File: config.mk
export PLATFORM = sky130hd
export DESIGN_NAME = uart_echo_fifo
export DESIGN_NICKNAME = d
export VERILOG_FILES = /design/src/rtl/uart_echo_fifo.sv
export SDC_FILE = /design/constraint.sdc
export NUM_CORES = 1
export LEC_CHECK = 0
export CORE_MARGIN = 1.5
export CORE_UTILIZATION = 58
export CTS_BUF_LIST = sky130_fd_sc_hd__clkbuf_4
export DETAILED_ROUTE_END_ITERATION = 10
export HOLD_SLACK_MARGIN = 0.05
export PLACE_DENSITY = 0.79
export SYNTH_ARGS = -nofsm -noshare
export SYNTH_HDL_FRONTEND = slang
export SYNTH_SLANG_ARGS = --single-unit
export TNS_END_PERCENT = 50
File: constraint.sdc
create_clock -name clk -period 6.5 [get_ports clk]
set_clock_uncertainty 0.2 [all_clocks]
set_input_delay 1.3 -clock clk [delete_from_list [all_inputs] [get_ports clk]]
set_output_delay 1.3 -clock clk [all_outputs]
set_load 0.01 [all_outputs]
File: src/rtl/uart_echo_fifo.sv
// UART loopback: 2-flop synchronized receiver -> FIFO -> transmit serializer.
// Define UART_PARITY_EN to add an even-parity bit on RX and TX and the parity_err flag.
module uart_echo_fifo #(
  parameter int CLKS_PER_BIT = 868,
  parameter int DATA_BITS    = 8,
  parameter int FIFO_AW      = 4
) (
  input  logic                 clk,
  input  logic                 sw_reset,
  input  logic                 RxD,
  input  logic                 rx_en,
  input  logic                 tx_en,
  input  logic                 clear_flags,
  output logic                 TxD,
  output logic [DATA_BITS-1:0] rx_data,
  output logic [FIFO_AW:0]     fifo_count,
  output logic                 tx_busy,
  output logic                 overflow,
`ifdef UART_PARITY_EN
  output logic                 parity_err,
`endif
  output logic                 frame_err
);
  localparam int CW    = $clog2(CLKS_PER_BIT);
  localparam int BW    = $clog2(DATA_BITS + 1);
  localparam int DEPTH = 1 << FIFO_AW;
  localparam logic [CW-1:0]    C_LAST = CW'(CLKS_PER_BIT - 1);
  localparam logic [CW-1:0]    C_HALF = CW'(CLKS_PER_BIT / 2 - 1);
  localparam logic [BW-1:0]    B_LAST = BW'(DATA_BITS - 1);
  localparam logic [FIFO_AW:0] FULL   = (FIFO_AW + 1)'(DEPTH);

  typedef enum logic [2:0] {RX_IDLE, RX_START, RX_DATA, RX_PAR, RX_STOP} rx_state_t;
  typedef enum logic [2:0] {TX_IDLE, TX_LOAD, TX_START, TX_DATA, TX_PAR, TX_STOP} tx_state_t;

  logic rx_meta_q, rx_sync_q;
  rx_state_t rx_state_q, rx_state_d;
  logic [CW-1:0] rx_cnt_q, rx_cnt_d;
  logic [BW-1:0] rx_bit_q, rx_bit_d;
  logic [DATA_BITS-1:0] rx_shift_q, rx_shift_d, rx_data_q, rx_data_d;
  logic push_req, push, pop, ovf_set, frm_set;

  tx_state_t tx_state_q, tx_state_d;
  logic [CW-1:0] tx_cnt_q, tx_cnt_d;
  logic [BW-1:0] tx_bit_q, tx_bit_d;
  logic [DATA_BITS-1:0] tx_shift_q, tx_shift_d;
  logic txd_q, txd_d;

  logic [DATA_BITS-1:0] mem_q [DEPTH];
  logic [FIFO_AW-1:0] wr_ptr_q, wr_ptr_d, rd_ptr_q, rd_ptr_d;
  logic [FIFO_AW:0] count_q, count_d;
  logic overflow_q, overflow_d, frame_err_q, frame_err_d;

`ifdef UART_PARITY_EN
  logic rx_par_bad_q, rx_par_bad_d, par_set, tx_par_q, tx_par_d, parity_err_q, parity_err_d;
`endif

  // ---------------- receiver ----------------
  always_comb begin
    rx_state_d = rx_state_q;
    rx_cnt_d   = rx_cnt_q + CW'(1);
    rx_bit_d   = rx_bit_q;
    rx_shift_d = rx_shift_q;
    rx_data_d  = rx_data_q;
    push_req   = 1'b0;
    frm_set    = 1'b0;
`ifdef UART_PARITY_EN
    rx_par_bad_d = rx_par_bad_q;
    par_set      = 1'b0;
`endif
    case (rx_state_q)
      RX_IDLE: begin
        rx_cnt_d = '0;
        if (!rx_sync_q && rx_en) rx_state_d = RX_START;
      end
      RX_START: if (rx_cnt_q == C_HALF) begin
        // a start bit gone high by mid-bit is a line glitch, not a frame
        rx_cnt_d   = '0;
        rx_bit_d   = '0;
        rx_state_d = rx_sync_q ? RX_IDLE : RX_DATA;
      end
      RX_DATA: if (rx_cnt_q == C_LAST) begin
        rx_cnt_d   = '0;
        rx_shift_d = {rx_sync_q, rx_shift_q[DATA_BITS-1:1]};
        rx_bit_d   = rx_bit_q + BW'(1);
`ifdef UART_PARITY_EN
        if (rx_bit_q == B_LAST) rx_state_d = RX_PAR;
`else
        if (rx_bit_q == B_LAST) rx_state_d = RX_STOP;
`endif
      end
`ifdef UART_PARITY_EN
      RX_PAR: if (rx_cnt_q == C_LAST) begin
        rx_cnt_d     = '0;
        rx_par_bad_d = rx_sync_q ^ (^rx_shift_q);
        rx_state_d   = RX_STOP;
      end
`endif
      RX_STOP: if (rx_cnt_q == C_LAST) begin
        rx_cnt_d   = '0;
        rx_state_d = RX_IDLE;
        if (!rx_sync_q) frm_set = 1'b1;
`ifdef UART_PARITY_EN
        else if (rx_par_bad_q) par_set = 1'b1;
`endif
        else begin
          push_req  = 1'b1;
          rx_data_d = rx_shift_q;
        end
      end
      default: rx_state_d = RX_IDLE;
    endcase
  end

  // ---------------- FIFO ----------------
  always_comb begin
    pop      = (tx_state_q == TX_LOAD) && (count_q != '0);
    push     = push_req && ((count_q != FULL) || pop);
    ovf_set  = push_req && !push;
    wr_ptr_d = push ? wr_ptr_q + FIFO_AW'(1) : wr_ptr_q;
    rd_ptr_d = pop ? rd_ptr_q + FIFO_AW'(1) : rd_ptr_q;
    count_d  = count_q;
    if (push && !pop) count_d = count_q + (FIFO_AW + 1)'(1);
    if (pop && !push) count_d = count_q - (FIFO_AW + 1)'(1);
    // set beats a coincident clear
    overflow_d  = (overflow_q & ~clear_flags) | ovf_set;
    frame_err_d = (frame_err_q & ~clear_flags) | frm_set;
`ifdef UART_PARITY_EN
    parity_err_d = (parity_err_q & ~clear_flags) | par_set;
`endif
  end

  always_ff @(posedge clk) begin
    if (push) mem_q[wr_ptr_q] <= rx_shift_q;
  end

  // ---------------- transmitter ----------------
  always_comb begin
    tx_state_d = tx_state_q;
    tx_cnt_d   = tx_cnt_q + CW'(1);
    tx_bit_d   = tx_bit_q;
    tx_shift_d = tx_shift_q;
    txd_d      = txd_q;
`ifdef UART_PARITY_EN
    tx_par_d   = tx_par_q;
`endif
    case (tx_state_q)
      TX_IDLE: begin
        tx_cnt_d = '0;
        txd_d    = 1'b1;
        if (tx_en && count_q != '0) tx_state_d = TX_LOAD;
      end
      TX_LOAD: begin
        tx_shift_d = mem_q[rd_ptr_q];
`ifdef UART_PARITY_EN
        tx_par_d   = ^mem_q[rd_ptr_q];
`endif
        tx_cnt_d   = '0;
        tx_bit_d   = '0;
        txd_d      = 1'b0;
        tx_state_d = TX_START;
      end
      TX_START: if (tx_cnt_q == C_LAST) begin
        tx_cnt_d   = '0;
        txd_d      = tx_shift_q[0];
        tx_state_d = TX_DATA;
      end
      TX_DATA: if (tx_cnt_q == C_LAST) begin
        tx_cnt_d = '0;
        tx_bit_d = tx_bit_q + BW'(1);
        if (tx_bit_q == B_LAST) begin
`ifdef UART_PARITY_EN
          txd_d      = tx_par_q;
          tx_state_d = TX_PAR;
`else
          txd_d      = 1'b1;
          tx_state_d = TX_STOP;
`endif
        end else begin
          tx_shift_d = tx_shift_q >> 1;
          txd_d      = tx_shift_q[1];
        end
      end
`ifdef UART_PARITY_EN
      TX_PAR: if (tx_cnt_q == C_LAST) begin
        tx_cnt_d   = '0;
        txd_d      = 1'b1;
        tx_state_d = TX_STOP;
      end
`endif
      TX_STOP: if (tx_cnt_q == C_LAST) begin
        // chain straight into the next pop to keep bursts gap-free
        tx_cnt_d   = '0;
        txd_d      = 1'b1;
        tx_state_d = (tx_en && count_q != '0) ? TX_LOAD : TX_IDLE;
      end
      default: tx_state_d = TX_IDLE;
    endcase
  end

  always_ff @(posedge clk or posedge sw_reset) begin
    if (sw_reset) begin
      rx_meta_q   <= 1'b1;
      rx_sync_q   <= 1'b1;
      rx_state_q  <= RX_IDLE;
      rx_cnt_q    <= '0;
      rx_bit_q    <= '0;
      rx_shift_q  <= '0;
      rx_data_q   <= '0;
      tx_state_q  <= TX_IDLE;
      tx_cnt_q    <= '0;
      tx_bit_q    <= '0;
      tx_shift_q  <= '0;
      txd_q       <= 1'b1;
      wr_ptr_q    <= '0;
      rd_ptr_q    <= '0;
      count_q     <= '0;
      overflow_q  <= 1'b0;
      frame_err_q <= 1'b0;
`ifdef UART_PARITY_EN
      rx_par_bad_q <= 1'b0;
      tx_par_q     <= 1'b0;
      parity_err_q <= 1'b0;
`endif
    end else begin
      rx_meta_q   <= RxD;
      rx_sync_q   <= rx_meta_q;
      rx_state_q  <= rx_state_d;
      rx_cnt_q    <= rx_cnt_d;
      rx_bit_q    <= rx_bit_d;
      rx_shift_q  <= rx_shift_d;
      rx_data_q   <= rx_data_d;
      tx_state_q  <= tx_state_d;
      tx_cnt_q    <= tx_cnt_d;
      tx_bit_q    <= tx_bit_d;
      tx_shift_q  <= tx_shift_d;
      txd_q       <= txd_d;
      wr_ptr_q    <= wr_ptr_d;
      rd_ptr_q    <= rd_ptr_d;
      count_q     <= count_d;
      overflow_q  <= overflow_d;
      frame_err_q <= frame_err_d;
`ifdef UART_PARITY_EN
      rx_par_bad_q <= rx_par_bad_d;
      tx_par_q     <= tx_par_d;
      parity_err_q <= parity_err_d;
`endif
    end
  end

  assign TxD        = txd_q;
  assign rx_data    = rx_data_q;
  assign fifo_count = count_q;
  assign tx_busy    = (tx_state_q != TX_IDLE);
  assign overflow   = overflow_q;
  assign frame_err  = frame_err_q;
`ifdef UART_PARITY_EN
  assign parity_err = parity_err_q;
`endif
endmodule

Word level (Yosys, flattened, before mapping)
Memories as Yosys holds them, arrays and structs flattened.
Cells that the tools add are included.
W data, S select, Z words.
{"block": "totals", "regBits": 76, "latchBits": 0, "ramBits": 128, "rom_bits": 0, "input_bits": 6, "out_inout_bits": 17, "wordCells": 127, "n_memories": 1}
{"name": "mem_q", "words": 16, "width": 8, "read_ports": 1, "rd_clocked_by_memory_dff": 0, "wr": 1, "line_no": "48", "text": "logic [DATA_BITS-1:0] mem_q [DEPTH];"}
{"block": "classes", "addsub": 8, "n_mul": 0, "div_mod_pow": 0, "order_cmp": 0, "eq_ne": 24, "n_shift": 0, "n_mux": 42, "bitwise": 5, "n_reduce_logical": 30}
{"cell": "$mux W10", "n": 3}
{"cell": "$mux W3", "n": 10}
{"cell": "$pmux W10 S3", "n": 1}
{"cell": "$ne A2 B2 Y1 const B", "n": 11}
{"cell": "$add A10 B1 Y10 const B", "n": 2}
{"cell": "$eq A10 B10 Y1 const B", "n": 2}
{"cell": "$pmux W10 S2", "n": 1}
{"cell": "$add A4 B1 Y4 const B", "n": 4}
{"cell": "$mux W8", "n": 2}
{"cell": "$pmux W4 S2", "n": 2}
{"cell": "$pmux W8 S2", "n": 1}
{"cell": "$pmux W3 S5", "n": 1}
{"cell": "$mux W1", "n": 13}
{"cell": "$mux W4", "n": 3}
{"cell": "$pmux W3 S4", "n": 1}
{"cell": "$eq A10 B9 Y1 const B", "n": 1}
{"cell": "$mux W5", "n": 2}
{"cell": "$reduce_and A5 Y1", "n": 2}
{"cell": "$reduce_bool A5 Y1", "n": 2}
{"cell": "$eq A3 B2 Y1 const B", "n": 3}
{"cell": "$reduce_and A3 Y1", "n": 3}
{"cell": "$eq A4 B3 Y1 const B", "n": 2}
{"cell": "$logic_and A1 B1 Y1", "n": 7}
{"cell": "$eq A3 B1 Y1 const B", "n": 2}
{"cell": "other kinds (18)", "n": 28}

Longest topological paths before layout
{"block": "depth", "word_depth": 7, "depth_mapped": 12, "ltp_nobuf": 11}

Least setup slack after synthesis
Ideal clock, no wire load.
{"block": "synth_timing", "kind": "register to register", "startpoint": "register rx_cnt_q[0]", "endpoint": "register count_q[4], in the netlist fifo_count[4]", "setup_ns": 0.132, "arrival_time_ns": 2.488, "required_time_ns": 6.168, "slack_ns": 3.680, "stages_incl_launch_ff": 13, "path_buffers": 1, "synth_period_minus_slack_ns": 2.820, "path_cell_list": "dfrtp_1 ha_1 and4bb_4 and4b_1 and3_1 buf_2 nor2_1 xor2_1 ha_1 o21a_1 nor4b_1 a221oi_2 xnor2_1"}
{"block": "synth_via", "elab_chain_cells": 7, "elab_cells_between_ends": 9, "classes_between": "eq/ne: 1; mux: 3; reduce/logical: 5"}
{"item": "start, declared", "line_no": "37", "text": "logic [CW-1:0] rx_cnt_q, rx_cnt_d;"}
{"item": "start signal, assigned", "line_no": "228", "text": "rx_cnt_q <= rx_cnt_d;"}
{"item": "$eq A10 B10 Y1 *", "line_no": "98", "text": "RX_STOP: if (rx_cnt_q == C_LAST) begin"}
{"item": "$mux W1 *", "line_no": "98"}
{"item": "$mux W1 *", "line_no": "70", "text": "case (rx_state_q)"}
{"item": "$logic_and A1 B1 Y1 *", "line_no": "117", "text": "push = push_req && ((count_q != FULL) || pop);"}
{"item": "$logic_not A1 Y1", "line_no": "123", "text": "if (pop && !push) count_d = count_q - (FIFO_AW + 1)'(1);"}
{"item": "$logic_and A1 B1 Y1", "line_no": "123"}
{"item": "$mux W5 / $reduce_bool A2 Y1 (equally long branches)"}
{"item": "end signal, assigned", "line_no": "239", "text": "count_q <= count_d;"}
{"item": "end, declared", "line_no": "50", "text": "logic [FIFO_AW:0] count_q, count_d;"}
Every way passes the cells marked *; elsewhere a longest branch is shown, timed or not.
A chain may end at the register's enable or synchronous reset.

Final worst setup path
{"block": "layout_timing", "startpoint": "register tx_state_q[1]", "endpoint": "output port tx_busy"}
{"block": "layout_via", "elab_chain_cells": 1}
{"item": "start, declared", "line_no": "42", "text": "tx_state_t tx_state_q, tx_state_d;"}
{"item": "start signal, assigned", "line_no": "232", "text": "tx_state_q <= tx_state_d;"}
{"item": "$reduce_bool A3 Y1", "line_no": "253", "text": "assign tx_busy = (tx_state_q != TX_IDLE);"}
{"item": "end, declared", "line_no": "17", "text": "output logic tx_busy,"}
No other way between the ends.

==> results.ini <==
[global_routing]
overflow = 0
grt_max_degree = 48
track_usage_pct = 22.9
grt_pass1_vias = 5414
antenna_found_initial = 0
grt_pass1_wl_um = 28300

[place]
place.gp.congestion = 0.846
port_buffers = 22
dp_slack_ns = 3.20
hpwl_um = 11000

[timing]
worstMarginPinSlew_ns = 1.18
fmax_mhz = 271
period_share_pct = 56.8
finalSetupTns_ns = 0
setup_ws_ns = 2.81
finalSetupViolations = 0
drv_slew = 0
rsz0062_at_grt = no
min_period_ns = 3.69
hold_viol = 0
max_slew_margin_pct = 20.5

[cts]
cts_resized = 0
clock_latency_ns = 0.65
cts_setup_buffers = 0
htree_levels = 2
cts-buffers-inserted = 49
cts_buffer_depth = 3
holdBufCountCts = 0
cts_root_buf = clkbuf_4
cts.sinks = 204
clk_pin_slew_ns = 0.07
cts_tree = yes

[critical_path]
worstSetupPathType = register to primary output
cp_slowest_cell = dfrtp_1
arrival_ns = 2.19
cp.required_ns = 5.00
crit_chain = inv_1, nand3_1, clkdlybuf4s50_1
cp_max_fo = 17
startpoint_type = register
cpPeakStageDelay_ns = 0.67
end_kind = primary output

[die]
initial_core_util_pct = 60.0
io-pin-count = 23
dieWidth_um = 126
die_h_um = 126
core_area_um2 = 14700
die_area_um2 = 16000
num_rows = 44

[yosys]
synth_cell_types = 69
synth_edf_count = 128
ys_seq_elements = 204
synth_nets = 636
syn_inst = 618
synthesis.area_um2 = 8820
ys.flop_type = edfxtp_1
yosysSeqAreaShare_pct = 65.2
yosysWarnings = 0
synth-async-reset-ratio_pct = 37.3
synth_area_per_cell_um2 = 14.3

[pwr]
power.density_nw_per_um2 = 261
p_leak_nw = 3.27
p_total_mw = 2.55
ir_drop_mv = 0.206

[layout]
diodes = 0
drive_above_1_share_pct = 20.1
syn_to_final_growth_pct = 10.8
final_nets = 683
layout_commonest_cell = edfxtp_1
final_cell_mix = edfxtp_1, clkbuf_4, dfrtp_1

[drt]
routed_via_density = 5.91
dr.pass1.iters = 7
drc = 0
routed_wl_um = 17200
wl_per_cell_um = 19.4
final_antenna_net_count = 0
drtIter0Drc = 483
vias = 5254

[run]
cap_violations = 0

[status]
status = finished clean

[min_path]
hp-class = register to register

## synthesized netlist by cell type (all sizes together), types with 3 or more instances
| cell | instances | share of area [%] |
|---|---|---|
| or2 | 3 | 0.21 |
| nor3b | 4 | 0.58 |
| nand2b | 4 | 0.37 |
| a21oi | 4 | 0.23 |
| xor2 | 8 | 0.79 |
| o21ai | 30 | 1.8 |
| a32o | 7 | 0.79 |
| nor3 | 9 | 0.69 |
| nand2 | 67 | 2.9 |
| nand3 | 22 | 1.2 |
| a22o | 3 | 0.30 |
| dfrtp | 73 | 21 |
| nor2b | 5 | 0.35 |
| clkbuf | 12 | 0.65 |
| mux2i | 27 | 3.2 |
| nor2 | 48 | 2.0 |
| ha | 12 | 1.7 |
| a31oi | 3 | 0.21 |
| mux4 | 21 | 5.4 |
| and3 | 7 | 0.50 |
| and2 | 3 | 0.21 |
| xnor2 | 20 | 2.0 |
| edfxtp | 128 | 44 |
| buf | 16 | 1.2 |
| a221oi | 8 | 0.87 |
| nand4 | 6 | 0.60 |
| o2111ai | 6 | 0.60 |
| inv | 17 | 0.72 |
| dfstp | 3 | 0.89 |
| mux2 | 13 | 1.7 |
## where the power goes
part | total, mW | internal, mW | switching (mW)
Sequential | 1.40 | 1.38 | 0.0233
Clock | 1.05 | 0.561 | 0.484
Combinational | 0.104 | 0.0463 | 0.0574
Total | 2.55 | 1.99 | 0.565
## worst max-delay path, delay by kind of cell (launching register included)
family / cells / cell delay [ns]
buffers and inverters: 2 / 0.75
and+or+nand+nor: 1 / 0.13
DFF: 1 / 0.67
## registers in the layout, indices dropped and copies added (netlist names), 3 cells and up
register	flops
tx_shift_q	8
rx_data	8
tx_cnt_q	10
tx_state_q	3
rd_ptr_q	4
mem_q	128
rx_bit_q	4
tx_bit_q	4
rx_cnt_q	10
rx_state_q	3
wr_ptr_q	4
fifo_count	5
rx_shift_q	8
## worst paths after layout
| check | cells past startpoint | endpoint | startpoint | slack, ns |
|---|---|---|---|---|
| worst max-delay path | 3 | tx_busy | tx_state_q[1] | 2.81 |
| worst min-delay path | 0 | rx_sync_q | rx_meta_q | 0.16 |
| worst max register to register | 6 | mem_q[1][4] | rx_cnt_q[0] | 3.07 |
| worst min register to register | 0 | rx_sync_q | rx_meta_q | 0.16 |
| max in group asynchronous | 3 | rd_ptr_q[0] | sw_reset | 4.16 |
| min in group asynchronous | 2 | overflow | sw_reset | 0.95 |
## cell type report
| class | instances | area, um2 |
|---|---|---|
| Timing Repair Buffer | 24 | 235 |
| Clock inverter | 10 | 37.5 |
| Inverter | 17 | 63.8 |
| Clock buffer | 81 | 608 |
| Tap cell | 184 | 230 |
| Multi-Input combinational cell | 369 | 2850 |
| Fill cell | 1032 | 4930 |
| Sequential cell | 204 | 5750 |
## metrics by stage
step                utilization (%)  cell area, um2  hold WS (ns)  instances
detailed placement             62.1            9130         0.150        798
global route                   66.5            9770         0.169        889
finish                         66.5            9770         0.160        889
floorplan                         -            8820         0.145        618
CTS                            66.5            9770         0.161        889
global placement               62.1            9130         0.147        798
## cell families (layout without fill, tap and decap cells)
kind of cell / after synthesis / after routing / synth area share, %
AO/OA/AOI/OAI: 74 / 74 / 6.10
XOR/XNOR: 28 / 28 / 2.78
adder cells (fa/ha/maj): 13 / 13 / 1.82
buffers and inverters: 45 / 132 / 2.58
flip-flops: 204 / 204 / 65.2
multiplexers: 61 / 61 / 10.3
AND/OR/NAND/NOR: 193 / 193 / 11.2
## layer usage
layer	track usage (%)	share of wire [%]	vias up
met4	8.59	1.8	0
met1	32.3	43	2631
li1	-	-	2439
met5	0	0	-
met2	36.2	49	156
met3	4.18	6.0	28
No activity file was read; power rests on OpenSTA's default activity.
